$ cat src/rtl/pulse_hs_tx.sv
// Queues clk1 event strobes and forwards each one over a 4-phase req/ack handshake to a slow receiver.
// Latency: req_out rises one edge after the event is captured; a full FIFO drops new events and sets the sticky overflow flag.
module pulse_hs_tx #(
  parameter int SYNC_STAGES = 2,
  parameter int DW          = 8,
  parameter int DEPTH       = 4
) (
  input  logic                     clk1,
  input  logic                     rstn,
  input  logic                     pulse_in,
  input  logic [DW-1:0]            data_in,
  input  logic                     ack_in,
  input  logic                     ovf_clr,
  output logic                     req_out,
  output logic [DW-1:0]            data_out,
  output logic                     busy,
  output logic [$clog2(DEPTH):0]   pend_cnt,
  output logic                     overflow
);

  localparam int AW = $clog2(DEPTH);
  localparam logic [AW:0] CNT_FULL = (AW+1)'(DEPTH);

  typedef enum logic [1:0] {IDLE, REQ_HI, REQ_LO} state_t;

  state_t                 state;
  logic [SYNC_STAGES-1:0] ack_sync;
  logic                   ack_s;
  logic [DW-1:0]          mem [DEPTH];
  logic [AW-1:0]          wr_ptr;
  logic [AW-1:0]          rd_ptr;
  logic                   empty;
  logic                   full;
  logic                   pop;
  logic                   push;
  logic                   drop;

  assign ack_s = ack_sync[SYNC_STAGES-1];
  assign empty = (pend_cnt == '0);
  assign full  = (pend_cnt == CNT_FULL);
  assign pop   = (state == IDLE) && !empty;
  // A same-cycle pop frees the slot, so a full FIFO can still accept.
  assign push  = pulse_in && (!full || pop);
  assign drop  = pulse_in && full && !pop;
  assign busy  = (state != IDLE) || !empty;

  always_ff @(posedge clk1 or negedge rstn) begin
    if (!rstn) ack_sync <= '0;
    else       ack_sync <= {ack_sync[SYNC_STAGES-2:0], ack_in};
  end

  always_ff @(posedge clk1) begin
    if (push) mem[wr_ptr] <= data_in;
  end

  always_ff @(posedge clk1 or negedge rstn) begin
    if (!rstn) begin
      wr_ptr   <= '0;
      rd_ptr   <= '0;
      pend_cnt <= '0;
      overflow <= 1'b0;
    end else begin
      if (push) wr_ptr <= wr_ptr + 1'b1;
      if (pop)  rd_ptr <= rd_ptr + 1'b1;
      case ({push, pop})
        2'b10:   pend_cnt <= pend_cnt + 1'b1;
        2'b01:   pend_cnt <= pend_cnt - 1'b1;
        default: pend_cnt <= pend_cnt;
      endcase
      if (drop)         overflow <= 1'b1;
      else if (ovf_clr) overflow <= 1'b0;
    end
  end

  always_ff @(posedge clk1 or negedge rstn) begin
    if (!rstn) begin
      state    <= IDLE;
      req_out  <= 1'b0;
      data_out <= '0;
    end else begin
      case (state)
        IDLE: begin
          if (!empty) begin
            data_out <= mem[rd_ptr];
            req_out  <= 1'b1;
            state    <= REQ_HI;
          end
        end
        REQ_HI: begin
          if (ack_s) begin
            req_out <= 1'b0;
            state   <= REQ_LO;
          end
        end
        REQ_LO: begin
          if (!ack_s) state <= IDLE;
        end
        default: begin
          req_out <= 1'b0;
          state   <= IDLE;
        end
      endcase
    end
  end

endmodule

$ cat config.mk
export PLATFORM = sky130hd
export DESIGN_NAME = pulse_hs_tx
export DESIGN_NICKNAME = d
export VERILOG_FILES = /design/src/rtl/pulse_hs_tx.sv
export SDC_FILE = /design/constraint.sdc
export NUM_CORES = 1
export LEC_CHECK = 0
export ABC_AREA = 1
export CAP_MARGIN = 20
export CORE_MARGIN = 4
export CORE_UTILIZATION = 31
export DETAILED_ROUTE_END_ITERATION = 8
export GPL_TIMING_DRIVEN = 0
export PLACE_DENSITY = 0.58
export SYNTH_ARGS = -nofsm -noshare
export SYNTH_HDL_FRONTEND = slang
export SYNTH_SLANG_ARGS = --single-unit
$ cat constraint.sdc
create_clock -name clk1 -period 1.6 [get_ports clk1]
set_clock_uncertainty 0.2 [all_clocks]
set_input_delay 0.32 -clock clk1 [delete_from_list [all_inputs] [get_ports clk1]]
set_output_delay 0.32 -clock clk1 [all_outputs]
set_load 0.005 [all_outputs]
==> flow_summary_export.csv, run 1 <==
group,metric,value,unit
detailed_routing,num_vias,1480,
detailed_routing,drcViolationCount,0,
yosys,syn-num-nets,206,
yosys,synth_top_cell_by_area,"edfxtp_1",
global_route,grt_usage,0.117,
worst_setup_path,crit_fanout,4,
yosys,avgSynthCellArea,11.7,um^2
flow_run,maxCapViolCount,0,
finish,n_antenna_cell,0,
finish,fin_nets,254,
finish,synthToLayoutAreaGrowth,33.0,%
global_route,grt_max_degree,22,
detailed_routing,post_drt_wl_per_cell,14.1,um
worst_setup_path,cp-end-kind,"flip-flop",
outcome,violations,"setup timing",
finish,instances_no_fill,333,
worst_setup_path,cp.arrival,1750,ps
worst_setup_path,required,1590,ps
floorplanning,io_pins,27,
global_route,grt-ovfl-total,0,
global_route,grt_antenna_before_repair,0,
yosys,ys_types,27,
worst_setup_path,crit_path_start_kind,"flip-flop",
floorplanning,die_y,92.2,um
sta,rsz0062_at_grt,"true",
placed_design,placed_cells,310,
yosys,synth_area,2200,um^2
sta,max_freq,0.570,GHz
yosys,seq_area_frac_synth,0.677,
detailed_routing,wirelength,4710,um
placed_design,hpwlAfterDp,2910,um
sta,slew_violations,0,
floorplanning,coreArea,6830,um^2
yosys,netlist.area_leader.share,0.437,
power_and_ir_drop,p_leak,0.00116,uW
power_and_ir_drop,p_switching,2080,uW
clocking,cts_buffers,5,
placed_design,pre_cts_slack,-788,ps
hold_path,hp-class,"in -> async",
sta,setup_slack,-155,ps
clocking,cts_root_buf,"clkbuf_8",
clocking,clockBufferDepth,2,
finish,final_common_cell,"nor2_1",
placed_design,io_buffers,26,
yosys,yosysWarnings,0,
clocking,cts_tree,"yes",
sta,setup_violations,38,
floorplanning,die-area,8500,um^2
sta,post-route-period-util,1.10,
worst_setup_path,path_class,"reg -> reg",
detailed_routing,drt_iter0_drc,74,
power_and_ir_drop,pwr-share-seq,0.378,
sta,post-route-min-period,1750,ps
floorplanning,rows,30,
global_route,grt_pass1_vias,1476,
power_and_ir_drop,power.density,1890,nW/um^2
clocking,clock_sinks,53,
clocking,clk_latency,310,ps
clocking,htreeDepth,2,
power_and_ir_drop,p_int,3430,uW
power_and_ir_drop,p_clk_frac,0.167,
floorplanning,die_w,92.2,um
finish,final_cell_mix,"nor2_1, edfxtp_1, dfrtp_1",
detailed_routing,vias_per_cell,4.44,
finish,fin_util,0.428,
clocking,cts_hold_buffers,0,
finish,layout-drive-gt1-share,0.236,
global_route,grt_first_pass_wirelength,7630,um
yosys,synthTopCellsByArea,"edfxtp_1, dfrtp_1, nor2_1, o21ai_0, inv_1",
yosys,syn_inst,188,
yosys,synth-seq-cells,53,
floorplanning,start_util,0.322,
clocking,cts.reportedPaths.clkPinSlew,100,ps
outcome,status,"complete, but fails checks",
power_and_ir_drop,swShare,0.377,
detailed_routing,firstDrtPassIters,4,
sta,hold_violations,0,
placed_design,gp_congestion,0.796,
sta,worst_pin_slew,441,ps
sta,slew_headroom,0.705,
power_and_ir_drop,ir_drop,0.836,mV
detailed_routing,ant_nets,0,
power_and_ir_drop,combinationalPowerShare,0.455,
## path summary, 6_finish.rpt
kind	start	endpoint	slack (ps)	cells past startpoint
max reg2reg	pend_cnt[2]	pend_cnt[1]	-150	8
min	rstn	req_out	120	1
min in group clk1	ack_sync[0]	ack_sync[1]	160	0
max	pend_cnt[2]	pend_cnt[1]	-150	8
min reg2reg	ack_sync[0]	ack_sync[1]	160	0
max in group asynchronous	rstn	data_out[4]	650	2
## cell type report
cell class	instances	area (um^2)
buffer	5	36.3
timing repair buffer	41	412
clock inverter	3	46.3
sequential	53	1490
multi-input combinational	109	671
clock buffer	5	68.8
fill	681	3910
inverter	21	81.3
tap	96	120
## power by group through the flow
stage / sequential [uW] / combinational (uW) / clock [uW]
finish: 2080 / 2510 / 922
global route: 2130 / 2830 / 1010
CTS: 2080 / 2410 / 939
detailed placement: 2120 / 2180 / 0
global placement: 2120 / 2110 / 0
floorplan: 2090 / 1370 / 0
## synthesized netlist by cell type
library cell / instances
nor2_1: 49
a31oi_1: 7
nand4_1: 1
a21oi_4: 1
o21ai_4: 1
inv_1: 17
edfxtp_1: 32
nand3_2: 1
buf_2: 1
dfrtp_1: 21
a31oi_2: 1
buf_6: 1
xor2_1: 3
clkbuf_2: 1
nand3_1: 4
ha_1: 4
a21boi_0: 1
o21ai_0: 20
buf_4: 2
fa_1: 1
inv_2: 4
nand2_1: 7
a21oi_1: 1
nor2_2: 1
nand2_2: 4
o32ai_1: 1
nor2_4: 1
## logic make-up (layout without fill, tap and decap cells)
| kind of cell | after synthesis | in the layout | share of synthesized area |
|---|---|---|---|
| AOI/OAI and AO/OA | 33 | 33 | 0.0957 |
| xor gates and xnor gates | 3 | 3 | 0.0120 |
| adders and majority gates | 5 | 5 | 0.0319 |
| buffers and inverters | 26 | 75 | 0.0524 |
| DFF | 53 | 53 | 0.677 |
| and+or+nand+nor | 68 | 68 | 0.132 |
## routing by layer
metal  vias up  routed length (um)  share of wire  track usage
met1       711                2080           0.44        0.149
met4         0                  36         0.0076       0.0260
met2        42                2370           0.50        0.203
met5         -                   0              0            0
met3         5                 230          0.049       0.0287
li1        722                   -              -            -
## stage by stage
stage / area, um^2 / total power [uW] / TNS [ps] / hold slack [ps]
final: 2920 / 5510 / -4160 / 116
after floorplan: 2220 / 3470 / -1410 / -176
after global routing: 2920 / 5970 / -6690 / 130
after CTS: 2850 / 5430 / -3980 / 161
after global placement: 2600 / 4230 / -27490 / 137
after detailed placement: 2600 / 4310 / -28420 / 139
## state kept, by name, indices dropped and copies added (netlist names)
name      cells
mem          32
data_out      8
pend_cnt      3
ack_sync      2
rd_ptr        2
state         2
wr_ptr        2
overflow      1
req_out       1
## worst max-delay path, cell delays in order (launching register included)
cell and delay [ps]:
dfrtp_1 420, inv_2 100, nand2_4 90, buf_6 110, nand3_4 80, fa_2 540
inv_2 30, nand2_1 50, o21ai_1 50
## what timing repair did
item,4_1_cts,5_1_grt
setup buffers,11,3
endpoints found under the hold margin,0,0
cloned,0,0
pin swaps,6,0
setup endpoints to repair,48,48
resized for setup,34,4
Power figures use the tool's default switching activity.
==> run 2, diff against run 1 <==
--- a/config.mk
+++ b/config.mk
@@ -7,10 +7,11 @@
 export LEC_CHECK = 0
 export ABC_AREA = 1
 export CAP_MARGIN = 20
-export CORE_MARGIN = 4
+export CORE_MARGIN = 5
 export CORE_UTILIZATION = 31
 export DETAILED_ROUTE_END_ITERATION = 8
 export GPL_TIMING_DRIVEN = 0
+export MAX_ROUTING_LAYER = met4
 export PLACE_DENSITY = 0.58
 export SYNTH_ARGS = -nofsm -noshare
 export SYNTH_HDL_FRONTEND = slang
==> flow_summary_export.csv, run 2 (synthesized netlist as in run 1, its figures left out) <==
group,metric,value,unit
outcome,status,"complete, but fails checks",
outcome,violations,"setup timing",
sta,setup_slack,-163,ps
finish,synthToLayoutAreaGrowth,37.4,%
worst_setup_path,cp-end-kind,"output pin",
sta,holdWs,157,ps
floorplanning,die_w,94.2,um
detailed_routing,drt_iter0_drc,94,
sta,hold_violations,0,
finish,instances_no_fill,343,
worst_setup_path,r2r_start,"pend_cnt[0]",
detailed_routing,met3WireLength,185,um
power_and_ir_drop,ir_drop,0.488,mV
detailed_routing,top_layer,"met4",
detailed_routing,firstDrtPassIters,4,
worst_setup_path,cp.arrival,1240,ps
placed_design,pre_cts_slack,-719,ps
detailed_routing,drcViolationCount,0,
floorplanning,io_pins,27,
finish,fin_nets,264,
floorplanning,die-area,8870,um^2
finish,regMostFlops,"mem",
detailed_routing,wirelength,4510,um
placed_design,gp_congestion,0.721,
placed_design,io_buffers,26,
power_and_ir_drop,p_clk_frac,0.133,
power_and_ir_drop,power,5660,uW
global_route,grt_usage,0.111,
clocking,clk_latency,310,ps
global_route,grt_antenna_before_repair,0,
detailed_routing,wl_met2,2340,um
worst_setup_path,worstSetupStartpoint,"pend_cnt[0]",
sta,max_freq,0.567,GHz
clocking,cts_root_buf,"clkbuf_8",
detailed_routing,post_drt_wl_per_cell,13.1,um
finish,finalInstanceArea,3020,um^2
clocking,cts.reportedPaths.clkPinSlew,100,ps
worst_setup_path,r2r_end,"pend_cnt[1]",
global_route,grt_first_pass_wirelength,7100,um
sta,post-route-period-util,1.10,
clocking,cts_tree,"yes",
placed_design,hpwlAfterDp,2830,um
worst_setup_path,path_class,"reg -> out",
worst_setup_path,endpoint,"busy",
floorplanning,rows,30,
power_and_ir_drop,combinationalPowerShare,0.500,
sta,slew_violations,0,
clocking,htreeDepth,2,
power_and_ir_drop,p_switching,2140,uW
global_route,grt-ovfl-total,0,
power_and_ir_drop,power.density,1880,nW/um^2
finish,final_common_cell,"nor2_1",
flow_run,maxCapViolCount,0,
worst_setup_path,crit_fanout,2,
finish,n_antenna_cell,0,
global_route,grt_pass1_vias,1470,
finish,final_cell_mix,"nor2_1, edfxtp_1, dfrtp_1",
floorplanning,start_util,0.322,
detailed_routing,num_vias,1453,
detailed_routing,wirelength_met1,1890,um
worst_setup_path,reg2reg_depth,8,
worst_setup_path,crit_path_start_kind,"flip-flop",
placed_design,dpl-instance-area,2600,um^2
worst_setup_path,r2r_slack,-110,ps
power_and_ir_drop,p_int,3520,uW
power_and_ir_drop,swShare,0.378,
finish,layout-drive-gt1-share,0.291,
clocking,clock_sinks,53,
hold_path,hold_start,"ack_sync[0]",
power_and_ir_drop,p_leak,0.00121,uW
power_and_ir_drop,pwr-share-seq,0.366,
sta,rsz0062_at_grt,"true",
detailed_routing,ant_nets,0,
global_route,grt_max_degree,22,
floorplanning,die_y,94.2,um
clocking,clockBufferDepth,2,
detailed_routing,vias_per_cell,4.24,
floorplanning,coreArea,6830,um^2
finish,largest_reg_flops,32,
sta,worst_pin_slew,310,ps
worst_setup_path,required,1080,ps
clocking,cts_buffers,5,
sta,post-route-min-period,1760,ps
sta,slew_headroom,0.793,
finish,top_regs,"mem: 32 flops, data_out: 8 flops, pend_cnt: 3 flops",
sta,setup_violations,37,
hold_path,hp-class,"reg -> reg",
placed_design,placed_cells,310,
run 2: worst min path at each step:
stage             endpoint  cells past startpoint
2_1_floorplan  ack_sync[0]                      0
3_3_place_gp   ack_sync[1]                      0
3_5_place_dp   ack_sync[1]                      0
4_1_cts        ack_sync[1]                      0
5_1_grt        ack_sync[1]                      0
6_report       ack_sync[1]                      0
run 2: layer usage:
| metal | GRT usage | up-vias |
|---|---|---|
| met2 | 0.189 | 28 |
| met5 | - | - |
| li1 | - | 742 |
| met1 | 0.124 | 672 |
| met4 | 0.0433 | 0 |
| met3 | 0.0296 | 11 |
run 2: power by group through the flow:
stage               Clock (uW)  Combinational, uW  Sequential (uW)
CTS                        777               2550             2070
global placement             0               2080             2120
finish                     755               2830             2070
global route               839               3140             2120
detailed placement           0               2130             2130
floorplan                    0               1370             2090
run 2: worst max-delay path, stage by stage (launching register included):
cell and delay (ps):
dfrtp_2 440, nor2_4 160, nand2_4 80, nor2_4 100, inv_1 40, buf_2 120
run 2: repair_timing:
action	in CTS	in global routing
pin swaps	16	6
hold buffers	0	1
gates cloned	0	1
setup buffers	19	11
resized for setup	42	21
setup endpoints to repair	48	48
hold endpoints to repair	0	1
run 2: cell type report:
class,instances,area (um^2)
repair buffers,51,507
multi-input cells,109,699
flip-flops and latches,53,1490
clock buffers,6,72.6
fillers,650,3810
inverters,21,81.3
well taps,96,120
plain buffers,5,36.3
clock inverters,2,13.8
run 2: through the flow:
stage                     setup TNS [ps]   util
after floorplan                    -1410      -
after global placement            -24660  0.380
after detailed placement          -25340  0.380
after CTS                          -2940  0.425
after global routing               -4760  0.442
final                              -1770  0.442
==> run 3, diff against run 2 <==
--- a/config.mk
+++ b/config.mk
@@ -8,11 +8,11 @@
 export ABC_AREA = 1
 export CAP_MARGIN = 20
 export CORE_MARGIN = 5
-export CORE_UTILIZATION = 31
+export CORE_UTILIZATION = 30
 export DETAILED_ROUTE_END_ITERATION = 8
 export GPL_TIMING_DRIVEN = 0
 export MAX_ROUTING_LAYER = met4
-export PLACE_DENSITY = 0.58
+export PLACE_DENSITY = 0.57
 export SYNTH_ARGS = -nofsm -noshare
 export SYNTH_HDL_FRONTEND = slang
 export SYNTH_SLANG_ARGS = --single-unit
==> flow_summary_export.csv, run 3 (synthesized netlist as in run 1, its figures left out) <==
group,metric,value,unit
outcome,status,"complete, but fails checks",
outcome,violations,"setup timing",
floorplanning,die_y,95.6,um
finish,final_common_cell,"nor2_1",
sta,hold_violations,0,
global_route,grt_usage,0.115,
detailed_routing,wirelength,4750,um
clocking,cts.reportedPaths.clkPinSlew,100,ps
clocking,htreeDepth,2,
sta,post-route-period-util,1.10,
sta,setup_violations,45,
worst_setup_path,required,1080,ps
finish,fin_nets,261,
clocking,cts_buffers,5,
power_and_ir_drop,power.density,1860,nW/um^2
clocking,clk_latency,310,ps
global_route,grt_max_degree,22,
floorplanning,start_util,0.306,
sta,rsz0062_at_grt,"true",
worst_setup_path,worstSetupStartpoint,"pend_cnt[1]",
sta,max_freq,0.566,GHz
worst_setup_path,r2r_start,"pend_cnt[2]",
finish,largest_reg_flops,32,
floorplanning,coreArea,7180,um^2
sta,holdWs,163,ps
sta,worst_pin_slew,473,ps
finish,layout-drive-gt1-share,0.262,
floorplanning,rows,31,
hold_path,hold_start,"ack_sync[0]",
detailed_routing,drt_iter0_drc,100,
finish,top_regs,"mem: 32 flops, data_out: 8 flops, pend_cnt: 3 flops",
global_route,grt_first_pass_wirelength,7660,um
worst_setup_path,endpoint,"busy",
power_and_ir_drop,pwr-share-seq,0.371,
worst_setup_path,r2r_slack,-150,ps
worst_setup_path,crit_fanout,3,
detailed_routing,drcViolationCount,0,
sta,slew_headroom,0.685,
floorplanning,die_w,95.6,um
power_and_ir_drop,p_switching,2150,uW
detailed_routing,ant_nets,0,
sta,slew_violations,0,
detailed_routing,firstDrtPassIters,4,
clocking,clockBufferDepth,2,
power_and_ir_drop,p_clk_frac,0.140,
floorplanning,io_pins,27,
worst_setup_path,r2r_end,"pend_cnt[1]",
detailed_routing,post_drt_wl_per_cell,13.8,um
detailed_routing,num_vias,1491,
hold_path,hp-class,"reg -> reg",
global_route,grt_antenna_before_repair,0,
placed_design,hpwlAfterDp,2910,um
global_route,grt_pass1_vias,1534,
clocking,cts_tree,"yes",
placed_design,gp_congestion,0.775,
global_route,grt-ovfl-total,0,
finish,final_cell_mix,"nor2_1, edfxtp_1, dfrtp_1",
detailed_routing,vias_per_cell,4.35,
sta,post-route-min-period,1770,ps
power_and_ir_drop,ir_drop,0.622,mV
power_and_ir_drop,p_int,3450,uW
sta,tns,-3260,ps
clocking,clock_sinks,53,
power_and_ir_drop,combinationalPowerShare,0.489,
placed_design,io_buffers,26,
worst_setup_path,cp.arrival,1250,ps
flow_run,maxCapViolCount,0,
worst_setup_path,crit_path_start_kind,"flip-flop",
finish,n_antenna_cell,0,
power_and_ir_drop,p_leak,0.00120,uW
worst_setup_path,cp-end-kind,"output pin",
worst_setup_path,path_class,"reg -> out",
worst_setup_path,reg2reg_depth,8,
floorplanning,die-area,9140,um^2
power_and_ir_drop,swShare,0.384,
finish,regMostFlops,"mem",
finish,synthToLayoutAreaGrowth,37.2,%
sta,setup_slack,-167,ps
clocking,cts_root_buf,"clkbuf_8",
[run 3: layout make-up]
type | instances | area (um^2)
fill | 692 | 4160
clock buffer | 5 | 68.8
multi-input combinational | 109 | 677
timing repair buffer | 48 | 508
buffer | 5 | 40.0
inverter | 21 | 83.8
sequential | 53 | 1490
clock inverter | 3 | 25.0
tap | 99 | 124
[run 3: metal layers]
metal | up-vias | track usage | routed length, um
met2 | 32 | 0.190 | 2400
met1 | 721 | 0.144 | 2160
met5 | - | - | 0
met3 | 3 | 0.0284 | 183
li1 | 735 | - | -
met4 | 0 | 0.0225 | 9
[run 3: critical path, stage by stage (launching register included)]
cell	delay [ps]
dfrtp_1	430
nor2_4	170
nand2_4	80
nor2_4	110
inv_1	40
buf_2	120
[run 3: power groups by stage]
stage | Clock (uW) | Sequential, uW | Combinational, uW
2_1_floorplan | 0 | 2090 | 1370
3_3_place_gp | 0 | 2110 | 2130
3_5_place_dp | 0 | 2120 | 2170
4_1_cts | 802 | 2070 | 2540
5_1_grt | 857 | 2110 | 3060
6_report | 783 | 2070 | 2740
[run 3: how the worst min path moves through the flow]
| stage | to | depth (start not counted) | slack [ps] |
|---|---|---|---|
| 6_report | ack_sync[1] | 0 | 160 |
| 5_1_grt | ack_sync[1] | 0 | 180 |
| 4_1_cts | data_out[2] | 1 | 160 |
| 3_5_place_dp | ack_sync[1] | 0 | 140 |
| 3_3_place_gp | ack_sync[1] | 0 | 130 |
| 2_1_floorplan | ack_sync[0] | 0 | -180 |
[run 3: metrics by stage]
stage / utilization / power (uW) / setup slack [ps] / cell area [um^2] / instances
4_1_cts: 0.406 / 5420 / -160 / 2910 / 336
5_1_grt: 0.420 / 6030 / -270 / 3010 / 343
2_1_floorplan: - / 3470 / -58.7 / 2220 / 188
3_5_place_dp: 0.363 / 4290 / -763 / 2600 / 313
3_3_place_gp: 0.363 / 4240 / -758 / 2600 / 313
6_report: 0.420 / 5590 / -167 / 3010 / 343
[run 3: timing repair]
action	in CTS	in global routing
endpoints found under the setup margin	48	48
pin swaps	13	14
hold buffers	0	1
resized for setup	36	13
endpoints found under the hold margin	0	6
buffers inserted	15	7
